[src/rtl/sr_pkg.sv]
// Shared definitions for the SR flop bank.
// Contents:
//   SR_MODE_*  conflict-resolution rule selectors for the MODE parameter
//   sr_next()  next-state rule for one channel, given normalised set/reset
package sr_pkg;

    localparam int SR_MODE_SET_DOM = 0;
    localparam int SR_MODE_RST_DOM = 1;
    localparam int SR_MODE_HOLD    = 2;
    localparam int SR_MODE_TOGGLE  = 3;

    // sn/rn are already active-high here; polarity is handled by the caller.
    function automatic logic sr_next(input int mode, input logic q, input logic sn, input logic rn);
        logic nxt;
        nxt = q;
        unique case ({sn, rn})
            2'b10: nxt = 1'b1;
            2'b01: nxt = 1'b0;
            2'b00: nxt = q;
            default: begin
                case (mode)
                    SR_MODE_SET_DOM: nxt = 1'b1;
                    SR_MODE_RST_DOM: nxt = 1'b0;
                    SR_MODE_HOLD:    nxt = q;
                    default:         nxt = ~q;
                endcase
            end
        endcase
        return nxt;
    endfunction

endpackage

[src/rtl/sr_flop_bank_if.sv]
// Bus bundle for sr_flop_bank.
// Ports (from the bank's point of view):
//   en, s, r, err_clr                      inputs driven by the controller
//   q, qbar, q_rise, q_fall, conflict,
//   err_sticky, err_count                  outputs produced by the bank
interface sr_flop_bank_if #(
    parameter int WIDTH     = 8,
    parameter int ERR_CNT_W = 8
);
    logic                 en;
    logic [WIDTH-1:0]     s;
    logic [WIDTH-1:0]     r;
    logic                 err_clr;
    logic [WIDTH-1:0]     q;
    logic [WIDTH-1:0]     qbar;
    logic [WIDTH-1:0]     q_rise;
    logic [WIDTH-1:0]     q_fall;
    logic [WIDTH-1:0]     conflict;
    logic                 err_sticky;
    logic [ERR_CNT_W-1:0] err_count;

    modport master (
        output en, s, r, err_clr,
        input  q, qbar, q_rise, q_fall, conflict, err_sticky, err_count
    );

    modport slave (
        input  en, s, r, err_clr,
        output q, qbar, q_rise, q_fall, conflict, err_sticky, err_count
    );
endinterface

[src/rtl/sr_cell.sv]
// One SR storage channel.
// Ports:
//   clk, rst    clock, asynchronous active-high reset
//   en          update enable
//   s, r        set/reset request (polarity per ACTIVE_LOW)
//   hit         combinational en & sn & rn, used by the bank for error accounting
//   q           stored bit
//   q_rise      pulse when q went 0->1 on the last update
//   q_fall      pulse when q went 1->0 on the last update
//   conflict    registered hit
module sr_cell
    import sr_pkg::*;
#(
    parameter int MODE       = SR_MODE_SET_DOM,
    parameter bit ACTIVE_LOW = 1'b0,
    parameter bit RST_VAL    = 1'b0
) (
    input  logic clk,
    input  logic rst,
    input  logic en,
    input  logic s,
    input  logic r,
    output logic hit,
    output logic q,
    output logic q_rise,
    output logic q_fall,
    output logic conflict
);

    logic sn;
    logic rn;
    logic q_nxt;

    assign sn    = ACTIVE_LOW ? ~s : s;
    assign rn    = ACTIVE_LOW ? ~r : r;
    assign hit   = en & sn & rn;
    assign q_nxt = sr_next(MODE, q, sn, rn);

    // Edge pulses and conflict are only meaningful for an enabled update;
    // a disabled cycle forces them low.
    always_ff @(posedge clk or posedge rst) begin
        if (rst) begin
            q        <= RST_VAL;
            q_rise   <= 1'b0;
            q_fall   <= 1'b0;
            conflict <= 1'b0;
        end else if (en) begin
            q        <= q_nxt;
            q_rise   <= q_nxt & ~q;
            q_fall   <= ~q_nxt & q;
            conflict <= sn & rn;
        end else begin
            q_rise   <= 1'b0;
            q_fall   <= 1'b0;
            conflict <= 1'b0;
        end
    end

endmodule

[src/rtl/sr_flop_bank.sv]
// Multi-channel clocked SR flag register with conflict detection.
// Ports:
//   clk, rst   clock, asynchronous active-high reset
//   bus        sr_flop_bank_if.slave: en, s, r, err_clr in;
//              q, qbar, q_rise, q_fall, conflict, err_sticky, err_count out
// err_count counts cycles with at least one conflicting channel and
// saturates at all-ones; err_clr on a conflict cycle restarts it at 1.
module sr_flop_bank
    import sr_pkg::*;
#(
    parameter int WIDTH      = 8,
    parameter int MODE       = SR_MODE_SET_DOM,
    parameter bit ACTIVE_LOW = 1'b0,
    parameter bit RST_VAL    = 1'b0,
    parameter int ERR_CNT_W  = 8
) (
    input  logic              clk,
    input  logic              rst,
    sr_flop_bank_if.slave     bus
);

    if (MODE < 0 || MODE > 3) begin : g_bad_mode
        $fatal(1, "sr_flop_bank: illegal MODE %0d", MODE);
    end

    logic [WIDTH-1:0] hit;
    logic             any_c;

    for (genvar i = 0; i < WIDTH; i++) begin : g_cell
        sr_cell #(
            .MODE       (MODE),
            .ACTIVE_LOW (ACTIVE_LOW),
            .RST_VAL    (RST_VAL)
        ) u_cell (
            .clk      (clk),
            .rst      (rst),
            .en       (bus.en),
            .s        (bus.s[i]),
            .r        (bus.r[i]),
            .hit      (hit[i]),
            .q        (bus.q[i]),
            .q_rise   (bus.q_rise[i]),
            .q_fall   (bus.q_fall[i]),
            .conflict (bus.conflict[i])
        );
    end

    // qbar is derived from the q register only, so it can never equal q.
    assign bus.qbar = ~bus.q;
    assign any_c    = |hit;

    always_ff @(posedge clk or posedge rst) begin
        if (rst) begin
            bus.err_sticky <= 1'b0;
            bus.err_count  <= '0;
        end else if (bus.err_clr) begin
            // Clear first, then record this cycle's event so none is lost.
            bus.err_sticky <= any_c;
            bus.err_count  <= any_c ? ERR_CNT_W'(1) : '0;
        end else if (any_c) begin
            bus.err_sticky <= 1'b1;
            if (bus.err_count != '1) begin
                bus.err_count <= bus.err_count + 1'b1;
            end
        end
    end

endmodule

[src/flat_wrapper.sv]
// flat-port wrapper written by rule: the top's interface ports become plain ports
module sr_flop_bank_flat import sr_pkg::*;
#(
    parameter int WIDTH      = 8,
    parameter int MODE       = SR_MODE_SET_DOM,
    parameter bit ACTIVE_LOW = 1'b0,
    parameter bit RST_VAL    = 1'b0,
    parameter int ERR_CNT_W  = 8
)
  (clk, rst, bus_en, bus_s, bus_r, bus_err_clr, bus_q, bus_qbar, bus_q_rise, bus_q_fall, bus_conflict, bus_err_sticky, bus_err_count);
  sr_flop_bank_if #(.WIDTH(WIDTH), .ERR_CNT_W(ERR_CNT_W)) bus_i ();
  input  logic clk;
  input  logic rst;
  input wire logic [$bits(bus_i.en)-1:0] bus_en;
  input wire logic [$bits(bus_i.s)-1:0] bus_s;
  input wire logic [$bits(bus_i.r)-1:0] bus_r;
  input wire logic [$bits(bus_i.err_clr)-1:0] bus_err_clr;
  output wire logic [$bits(bus_i.q)-1:0] bus_q;
  output wire logic [$bits(bus_i.qbar)-1:0] bus_qbar;
  output wire logic [$bits(bus_i.q_rise)-1:0] bus_q_rise;
  output wire logic [$bits(bus_i.q_fall)-1:0] bus_q_fall;
  output wire logic [$bits(bus_i.conflict)-1:0] bus_conflict;
  output wire logic [$bits(bus_i.err_sticky)-1:0] bus_err_sticky;
  output wire logic [$bits(bus_i.err_count)-1:0] bus_err_count;
  assign bus_i.en = bus_en;
  assign bus_i.s = bus_s;
  assign bus_i.r = bus_r;
  assign bus_i.err_clr = bus_err_clr;
  assign bus_q = bus_i.q;
  assign bus_qbar = bus_i.qbar;
  assign bus_q_rise = bus_i.q_rise;
  assign bus_q_fall = bus_i.q_fall;
  assign bus_conflict = bus_i.conflict;
  assign bus_err_sticky = bus_i.err_sticky;
  assign bus_err_count = bus_i.err_count;
  sr_flop_bank #(.WIDTH(WIDTH), .MODE(MODE), .ACTIVE_LOW(ACTIVE_LOW), .RST_VAL(RST_VAL), .ERR_CNT_W(ERR_CNT_W)) u_core (.clk(clk), .rst(rst), .bus(bus_i));
endmodule
[config.mk]
export PLATFORM = sky130hd
export DESIGN_NAME = sr_flop_bank_flat
export DESIGN_NICKNAME = d
export VERILOG_FILES = /design/src/rtl/sr_pkg.sv /design/src/rtl/sr_flop_bank_if.sv /design/src/rtl/sr_cell.sv /design/src/rtl/sr_flop_bank.sv /design/src/flat_wrapper.sv
export SDC_FILE = /design/constraint.sdc
export NUM_CORES = 1
export LEC_CHECK = 0
export BUFFER_PORTS_ARGS = -buffer_cell sky130_fd_sc_hd__buf_2
export CORE_MARGIN = 4
export CORE_UTILIZATION = 43
export DETAILED_ROUTE_END_ITERATION = 10
export HOLD_SLACK_MARGIN = 0.05
export PLACE_DENSITY = 0.75
export SLEW_MARGIN = 10
export SYNTH_ARGS = -nofsm -noshare
export SYNTH_HDL_FRONTEND = slang
export SYNTH_HIERARCHICAL = 1
export SYNTH_SLANG_ARGS = --single-unit
[constraint.sdc]
create_clock -name clk -period 1.8 [get_ports clk]
set_clock_uncertainty 0.05 [all_clocks]
set_input_delay 0.36 -clock clk [delete_from_list [all_inputs] [get_ports clk]]
set_output_delay 0.36 -clock clk [all_outputs]
set_load 0.01 [all_outputs]
==> run_results.csv, run 1 <==
group,metric,value,unit
placed_design,port_buffers,68,
logic_synthesis,ys_top_cells_by_area,"dfrtp_1 (58%), and3_2 (6.8%), nor3b_2 (5.7%)",
clock_network,cts_root_buffer,"clkbuf_8",
sta,post-route-min-period,1.69,ns
placed_design,dpl_cell_area,0.00232,mm²
status,status,"complete, no violations",
logic_synthesis,yosysSeqAreaShare,58.0,%
sta,report.final.slew_viol_count,0,
logic_synthesis,synth-compound-area-share,9.61,%
logic_synthesis,async_flop_share,100,%
final_layout,drive_gt1_share,52.4,%
logic_synthesis,synth_common_cells,"dfrtp_1 (41), inv_1 (20), and3_2 (16)",
logic_synthesis,synth_top_area_share,58.0,%
grt,antenna_found_initial,0,
clock_network,cts.clk_slew.worst_paths,0.07,ns
final_layout,areaGrowthSynthToFinish,36.5,%
clock_network,cts_buffers,5,
route,vias,1469,
floorplan,row_count,23,
route,wl_per_cell,13.1,µm
floorplan,fp.dieW,72.2,µm
logic_synthesis,ys.flop_type,"dfrtp_1",
final_layout,diodes,0,
pwr,max-vdd-ir-drop,535,µV
clock_network,clock_latency,0.28,ns
sta,hold_violations,0,
final_layout,postLayoutCellArea,0.00242,mm²
logic_synthesis,synth-simple-area-share,25.7,%
critical_path,crit_fanout,9,
sta,fin_hold_ws,0.286,ns
logic_synthesis,synthAdderAreaFrac,0.707,%
sta,rsz0062_at_grt,"no",
route,wirelength,3960,µm
grt,grt_usage,16.6,%
logic_synthesis,synth_top_family_by_area,"simple AND/OR/NAND/NOR gates",
logic_synthesis,netlist_area,0.00177,mm²
critical_path,worstSetupStartpointType,"flip-flop",
logic_synthesis,syn_inst,157,
route,detail_route.iter0.violations,57,
route,drtAntennaViolNets,0,
route,drc,0,
floorplan,ios,69,
logic_synthesis,synth_cell_types,31,
sta,maxSlewHeadroom,74.3,%
critical_path,crit_type,"reg2reg",
logic_synthesis,synth_enable_flop_cells,0,
grt,grt_pass1_vias,1472,
final_layout,nFillCells,337,
worst_hold_path,worstHoldPathType,"in2reg",
route,via_per_inst,4.86,
final_layout,nets,273,
clock_network,cts-htree-levels,2,
clock_network,cts_sinks,41,
logic_synthesis,yosys.area.top_type,"dfrtp_1",
logic_synthesis,synthesis.nets,178,
floorplan,die_area,0.00521,mm²
flow_run,drv_cap,0,
placed_design,gp_congestion,0.802,
sta,setup_violations,0,
sta,fmax,592,MHz
critical_path,required,1.96,ns
floorplan,start_util,44.3,%
critical_path,worstPathArrival,1.85,ns
logic_synthesis,synth_xor_area_share,0,%
logic_synthesis,synth-seq-cells,41,
floorplan,die-height,72.2,µm
pwr,leakage,1.37,nW
grt,grt_max_degree,14,
logic_synthesis,yosysMostFrequentCell,"dfrtp_1",
clock_network,cts_tree,"done",
grt,overflow,0,
logic_synthesis,synthMuxAreaShare,0.636,%
logic_synthesis,syn_area_per_cell,11.3,µm²
clock_network,postCtsSetupBuffers,0,
critical_path,worst_setup_path_end_kind,"flip-flop",
sta,max_slew.worst_pin.slew,0.382,ns
pwr,power_density,816,mW/mm²
floorplan,core,0.00400,mm²
clock_network,cts_buffer_depth,2,
placed_design,place_hpwl,3130,µm
logic_synthesis,yosysWarnings,6,
route,drt_pass1_iterations,4,
sta,period_share,93.9,%
grt,grt_pass1_wl,6670,µm
-- metal layers --
metal	share of wire, %	global-route usage (%)	wire length [µm]
met5	0	0	0
met4	0.25	5.01	10
met3	8.7	6.79	345
met2	48	26.5	1880
met1	43	20.6	1720
-- layout make-up --
class / instances / area [µm²] / share of cell area (%)
multi-input cells: 93 / 652 / 27.0
flip-flops and latches: 41 / 1030 / 42.4
clock buffers: 7 / 86.3 / 3.57
inverters: 20 / 75.1 / 3.11
well taps: 50 / 62.6 / 2.59
repair buffers: 91 / 515 / 21.3
-- cell families (layout without fill, tap and decap cells) --
kind of cell	Yosys count	in the layout
simple gates	68	68
mux	1	1
fa+ha+maj	1	1
flops	41	41
compound gates	23	23
buf+inv	23	118
-- layout by cell type, fill, tap and decap left out, drive strengths merged --
master / Yosys / final
mux2: 1 / 1
buf: 2 / 90
inv: 20 / 20
o41ai: 1 / 1
a311oi: 1 / 1
o21ba: 1 / 1
a21oi: 5 / 5
and3: 16 / 16
clkbuf: 1 / 7
o32ai: 1 / 1
and2: 1 / 1
a31oi: 1 / 1
o31ai: 2 / 2
nor2b: 1 / 1
a211oi: 1 / 1
nand3b: 1 / 1
and4: 3 / 3
nand3: 3 / 3
o21ai: 2 / 2
a22o: 8 / 8
nor3b: 8 / 8
or4: 3 / 3
nor2: 10 / 10
nand2: 19 / 19
dfrtp: 41 / 41
nor4: 3 / 3
dlygate4sd3: 0 / 1
ha: 1 / 1
-- registers in the layout, indices dropped and copies added (netlist names) --
register,flops
u_core/bus.err_count,8
u_core/g_cell.u_cell/conflict,8
u_core/g_cell.u_cell/q,8
u_core/g_cell.u_cell/q_fall,8
u_core/g_cell.u_cell/q_rise,8
u_core/bus.err_sticky,1
-- final timing paths --
kind	slack, ns	startpoint	end	cells after the start
min reg2reg	0.44	u_core/g_cell[2].u_cell/q	u_core/g_cell[2].u_cell/q_rise	1
max	0.11	u_core/bus.err_count[0]	u_core/bus.err_count[4]	4
min in group asynchronous	0.53	rst	u_core/g_cell[3].u_cell/conflict	3
max reg2reg	0.11	u_core/bus.err_count[0]	u_core/bus.err_count[4]	4
min	0.29	bus_r[4]	u_core/g_cell[4].u_cell/q_fall	3
max in group asynchronous	0.80	rst	u_core/bus.err_count[7]	3
-- report_power, final --
part | internal [mW] | switching, mW | total (mW)
Clock | 0.304 | 0.284 | 0.588
Sequential | 0.977 | 0.0468 | 1.02
Combinational | 0.172 | 0.189 | 0.361
-- stage by stage --
step | std cells | util (%) | total power [mW] | setup slack, ns | TNS, ns
final | 302 | 60.4 | 1.97 | 0.110 | 0
after global routing | 302 | 60.4 | 2.08 | 0.0324 | 0
after CTS | 302 | 60.4 | 2.00 | 0.0753 | 0
after detailed placement | 294 | 58.0 | 1.40 | -0.333 | -1.76
after global placement | 294 | 58.0 | 1.40 | -0.224 | -0.877
after floorplan | 157 | - | 1.20 | 0.0882 | 0
-- worst max-delay path, cell delays in order, from the launching register on --
cell	delay, ns
dfrtp_1	0.42
ha_1	0.28
and4_4	0.23
or4_1	0.47
a21oi_1	0.16
-- timing repair --
item,4_1_cts,5_1_grt
hold buffers,1,0
hold endpoints to repair,32,0
gates resized for setup,1,1
setup endpoints to repair,1,1
pin swaps,0,0
(Power assumes the default switching activity.)
==> run 2: changes to the inputs <==
--- a/config.mk
+++ b/config.mk
@@ -11,8 +11,10 @@
 export DETAILED_ROUTE_END_ITERATION = 10
 export HOLD_SLACK_MARGIN = 0.05
 export PLACE_DENSITY = 0.75
+export REMOVE_ABC_BUFFERS = 1
 export SLEW_MARGIN = 10
 export SYNTH_ARGS = -nofsm -noshare
 export SYNTH_HDL_FRONTEND = slang
 export SYNTH_HIERARCHICAL = 1
 export SYNTH_SLANG_ARGS = --single-unit
+export TNS_END_PERCENT = 1
==> run_results.csv, run 2 (synthesis results as in run 1) <==
group,metric,value,unit
critical_path,worstSetupStartpointType,"flip-flop",
placed_design,port_buffers,68,
grt,grt_usage,16.6,%
clock_network,cts_resized,0,
route,via_per_inst,4.95,
pwr,swShare,26.7,%
placed_design,pre_cts_ws,-0.162,ns
worst_hold_path,hp-start,"bus_s[6]",
grt,antenna_found_initial,0,
final_layout,postLayoutCellArea,0.00244,mm²
floorplan,fp.dieW,72.2,µm
final_layout,areaGrowthSynthToFinish,37.7,%
critical_path,required,1.93,ns
sta,fmax,590,MHz
sta,hold_violations,0,
final_layout,mostFrequentLayoutCells,"buf_2 (68), dfrtp_1 (41), buf_4 (25)",
route,drtAntennaViolNets,0,
placed_design,dpl_cell_area,0.00234,mm²
critical_path,crit_type,"reg2reg",
route,wl_per_cell,13.3,µm
clock_network,cts_buffers,5,
sta,setup_ws,0.106,ns
sta,rsz0062_at_grt,"no",
critical_path,worstPathArrival,1.82,ns
clock_network,cts_buffer_depth,2,
clock_network,cts.clk_slew.worst_paths,0.08,ns
pwr,leakage,1.39,nW
critical_path,timing.rr.start,"u_core/bus.err_count[1]",
pwr,net-switching-power,530,µW
placed_design,gp_congestion,0.755,
final_layout,layout.cells.non_filler,305,
sta,setup_violations,0,
floorplan,ios,69,
final_layout,nets,276,
floorplan,core,0.00400,mm²
pwr,p_comb_share,18.5,%
sta,maxSlewHeadroom,74.7,%
sta,post-route-min-period,1.69,ns
final_layout,finish.utilization,60.9,%
sta,report.final.slew_viol_count,0,
pwr,internal-power,1.46,mW
flow_run,drv_cap,0,
route,dr_wl_met2,2030,µm
grt,overflow,0,
route,wirelength,4040,µm
clock_network,cts_root_buffer,"clkbuf_8",
floorplan,start_util,44.3,%
critical_path,crit_fanout,9,
floorplan,die-height,72.2,µm
route,drt_pass1_iterations,6,
route,detail_route.iter0.violations,66,
pwr,power_density,815,mW/mm²
clock_network,holdBufCountCts,1,
clock_network,postCtsSetupBuffers,0,
status,status,"complete, no violations",
final_layout,layout.cells.most_common,"buf_2",
clock_network,cts_tree,"done",
clock_network,clock_latency,0.29,ns
sta,setup_tns,0,ns
pwr,max-vdd-ir-drop,584,µV
grt,grt_max_degree,13,
sta,period_share,94.1,%
final_layout,nFillCells,351,
pwr,finalPower,1.99,mW
route,drc,0,
route,wl_met3,290,µm
floorplan,row_count,23,
final_layout,drive_gt1_share,52.5,%
grt,grt_pass1_wl,6570,µm
sta,fin_hold_ws,0.292,ns
worst_hold_path,worstHoldPathType,"in2reg",
route,wl_met1,1680,µm
placed_design,place_hpwl,3130,µm
pwr,power_frac_clock,30.0,%
pwr,seqPwrFrac,51.4,%
critical_path,critPathLaunch,"u_core/bus.err_count[1]",
clock_network,cts_sinks,41,
final_layout,diodes,0,
critical_path,worst_setup_path_end_kind,"flip-flop",
grt,grt_pass1_vias,1493,
sta,max_slew.worst_pin.slew,0.376,ns
placed_design,dp_cells,297,
route,dr.max_layer_used,"met4",
route,vias,1509,
clock_network,cts-htree-levels,2,
floorplan,die_area,0.00521,mm²
run 2: worst max-delay path: stages, from the launching register on:
cell	delay, ns
dfrtp_1	0.42
ha_1	0.25
and4_4	0.23
nor4_1	0.28
mux2_1	0.35
run 2: worst paths after layout:
kind,slack [ns],cells past startpoint,end
setup / recovery,0.11,4,u_core/bus.err_count[5]
hold / removal,0.29,3,u_core/g_cell[6].u_cell/q_fall
setup reg to reg,0.11,4,u_core/bus.err_count[5]
hold reg to reg,0.43,1,u_core/g_cell[2].u_cell/q_rise
max in group asynchronous,0.79,3,u_core/bus.err_count[2]
min in group asynchronous,0.54,3,u_core/g_cell[7].u_cell/q_rise
run 2: area by class of cell:
type                            count  area, µm²  area share, %
Sequential cell                    41       1030           42.1
Clock buffer                        7       86.3           3.54
Multi-Input combinational cell     93        649           26.6
Inverter                           20       75.1           3.08
Timing Repair Buffer               94        538           22.1
Tap cell                           50       62.6           2.57
run 2: routing by layer:
metal	global-route usage [%]	up-vias
met5	0	-
met4	7.72	0
met3	4.29	4
met2	27.6	50
met1	20.2	718
li1	-	737
run 2: power by group through the flow:
stage               Combinational, mW  Clock (mW)  Sequential [mW]
floorplan                       0.136           0             1.06
global placement                0.363           0             1.04
detailed placement              0.371           0             1.04
CTS                             0.373       0.611             1.02
global route                    0.407       0.653             1.03
finish                          0.368       0.597             1.02
==> run 3: changes to the inputs <==
--- a/config.mk
+++ b/config.mk
@@ -5,7 +5,7 @@
 export SDC_FILE = /design/constraint.sdc
 export NUM_CORES = 1
 export LEC_CHECK = 0
-export BUFFER_PORTS_ARGS = -buffer_cell sky130_fd_sc_hd__buf_2
+export BUFFER_PORTS_ARGS = -buffer_cell sky130_fd_sc_hd__clkbuf_2
 export CORE_MARGIN = 4
 export CORE_UTILIZATION = 43
 export DETAILED_ROUTE_END_ITERATION = 10
==> run_results.csv, run 3 (synthesis results as in run 1) <==
group,metric,value,unit
clock_network,cts_buffer_depth,2,
route,drt_pass1_iterations,4,
floorplan,row_count,23,
pwr,power_density,811,mW/mm²
clock_network,cts_sinks,41,
clock_network,postCtsSetupBuffers,0,
critical_path,crit_type,"in2reg",
sta,report.final.slew_viol_count,0,
critical_path,worst_setup_path_end_kind,"flip-flop",
grt,grt_usage,16.7,%
sta,post-route-min-period,1.67,ns
sta,fmax,600,MHz
pwr,finalPower,1.96,mW
floorplan,ios,69,
route,detail_route.iter0.violations,112,
floorplan,fp.dieW,72.2,µm
floorplan,start_util,44.3,%
sta,setup_tns,0,ns
grt,antenna_found_initial,0,
sta,hold_violations,0,
route,vias,1481,
floorplan,die_area,0.00521,mm²
grt,overflow,0,
sta,period_share,92.6,%
flow_run,drv_cap,0,
final_layout,nFillCells,349,
worst_hold_path,worstHoldPathType,"in2reg",
floorplan,core,0.00400,mm²
final_layout,mostFrequentLayoutCells,"clkbuf_2 (68), dfrtp_1 (41), buf_4 (22)",
clock_network,clock_latency,0.28,ns
route,via_per_inst,4.89,
grt,grt_max_degree,23,
final_layout,drive_gt1_share,52.2,%
critical_path,required,1.96,ns
sta,rsz0062_at_grt,"no",
final_layout,areaGrowthSynthToFinish,36.3,%
sta,maxSlewHeadroom,75.0,%
sta,max_slew.worst_pin.slew,0.375,ns
clock_network,cts.clk_slew.worst_paths,0.07,ns
route,drtAntennaViolNets,0,
sta,setup_violations,0,
critical_path,crit_fanout,11,
placed_design,place_hpwl,3220,µm
pwr,leakage,1.35,nW
floorplan,die-height,72.2,µm
placed_design,port_buffers,68,
placed_design,gp_congestion,0.783,
status,status,"complete, no violations",
final_layout,layout.cells.most_common,"clkbuf_2",
route,wl_per_cell,13.4,µm
critical_path,worstSetupStartpointType,"primary input",
route,wirelength,4050,µm
clock_network,cts_root_buffer,"clkbuf_8",
grt,grt_pass1_vias,1525,
final_layout,diodes,0,
route,drc,0,
final_layout,nets,273,
pwr,max-vdd-ir-drop,564,µV
clock_network,cts-htree-levels,2,
grt,grt_pass1_wl,6760,µm
critical_path,worstPathArrival,1.83,ns
clock_network,cts_buffers,5,
clock_network,cts_tree,"done",
==> run 3: cell types whose count changed in the layout (fill, tap and decap cells not counted), sizes merged <==
cell	change
buf	-71
clkbuf	+68
clkinvlp	+1
==> run 3: path summary, 6_finish.rpt <==
check,end,cells past startpoint,startpoint,slack (ns)
worst min-delay path,u_core/g_cell[5].u_cell/q_fall,2,bus_s[5],0.25
max in group asynchronous,u_core/bus.err_count[1],3,rst,0.73
min in group asynchronous,u_core/g_cell[6].u_cell/conflict,3,rst,0.60
worst max register to register,u_core/bus.err_count[4],4,u_core/bus.err_count[4],0.14
worst min register to register,u_core/g_cell[2].u_cell/q_rise,1,u_core/g_cell[2].u_cell/q,0.45
worst max-delay path,u_core/bus.err_count[3],7,bus_en,0.13
==> run 3: cell type report <==
cell class | instances | area [µm²] | share of cell area [%]
inverters | 20 | 75.1 | 3.11
multi-input cells | 93 | 651 | 27.0
flip-flops and latches | 41 | 1030 | 42.5
repair buffers | 91 | 515 | 21.4
well taps | 50 | 62.6 | 2.59
clock inverters | 1 | 7.51 | 0.311
clock buffers | 7 | 76.3 | 3.16
==> run 3: power by group <==
part / total, mW / internal [mW] / switching [mW]
clock: 0.570 / 0.274 / 0.296
sequential: 1.03 / 0.977 / 0.0492
combinational: 0.362 / 0.172 / 0.190
==> run 3: what timing repair did <==
item	4_1_cts	5_1_grt
endpoints found under the setup margin	0	4
endpoints found under the hold margin	8	0
resized for setup	0	1
hold buffers	1	0
==> run 3: through the flow <==
step,hold WS [ns],setup slack [ns],util [%],std cells,cell area (µm²)
finish,0.251,0.133,60.3,303,2410
global route,0.256,0.00584,60.3,303,2410
CTS,0.240,0.0595,60.3,303,2410
detailed placement,0.354,-0.239,58.0,294,2320
global placement,0.357,-0.173,58.0,294,2320
floorplan,0.0761,0.0844,-,154,1750
==> run 3: worst max-delay path, stage by stage <==
cell and delay (ns):
clkbuf_2 0.18, and3_2 0.21, nor4_1 0.05, and2_2 0.24, buf_4 0.16, or4_1 0.47, a21oi_1 0.15
==> run 3: metal layers <==
layer	up-vias	track usage (%)	routed length (µm)
li1	733	-	-
met1	692	19.4	1640
met2	50	28.9	2070
met3	6	4.99	295
met4	0	6.68	48
met5	-	0	0
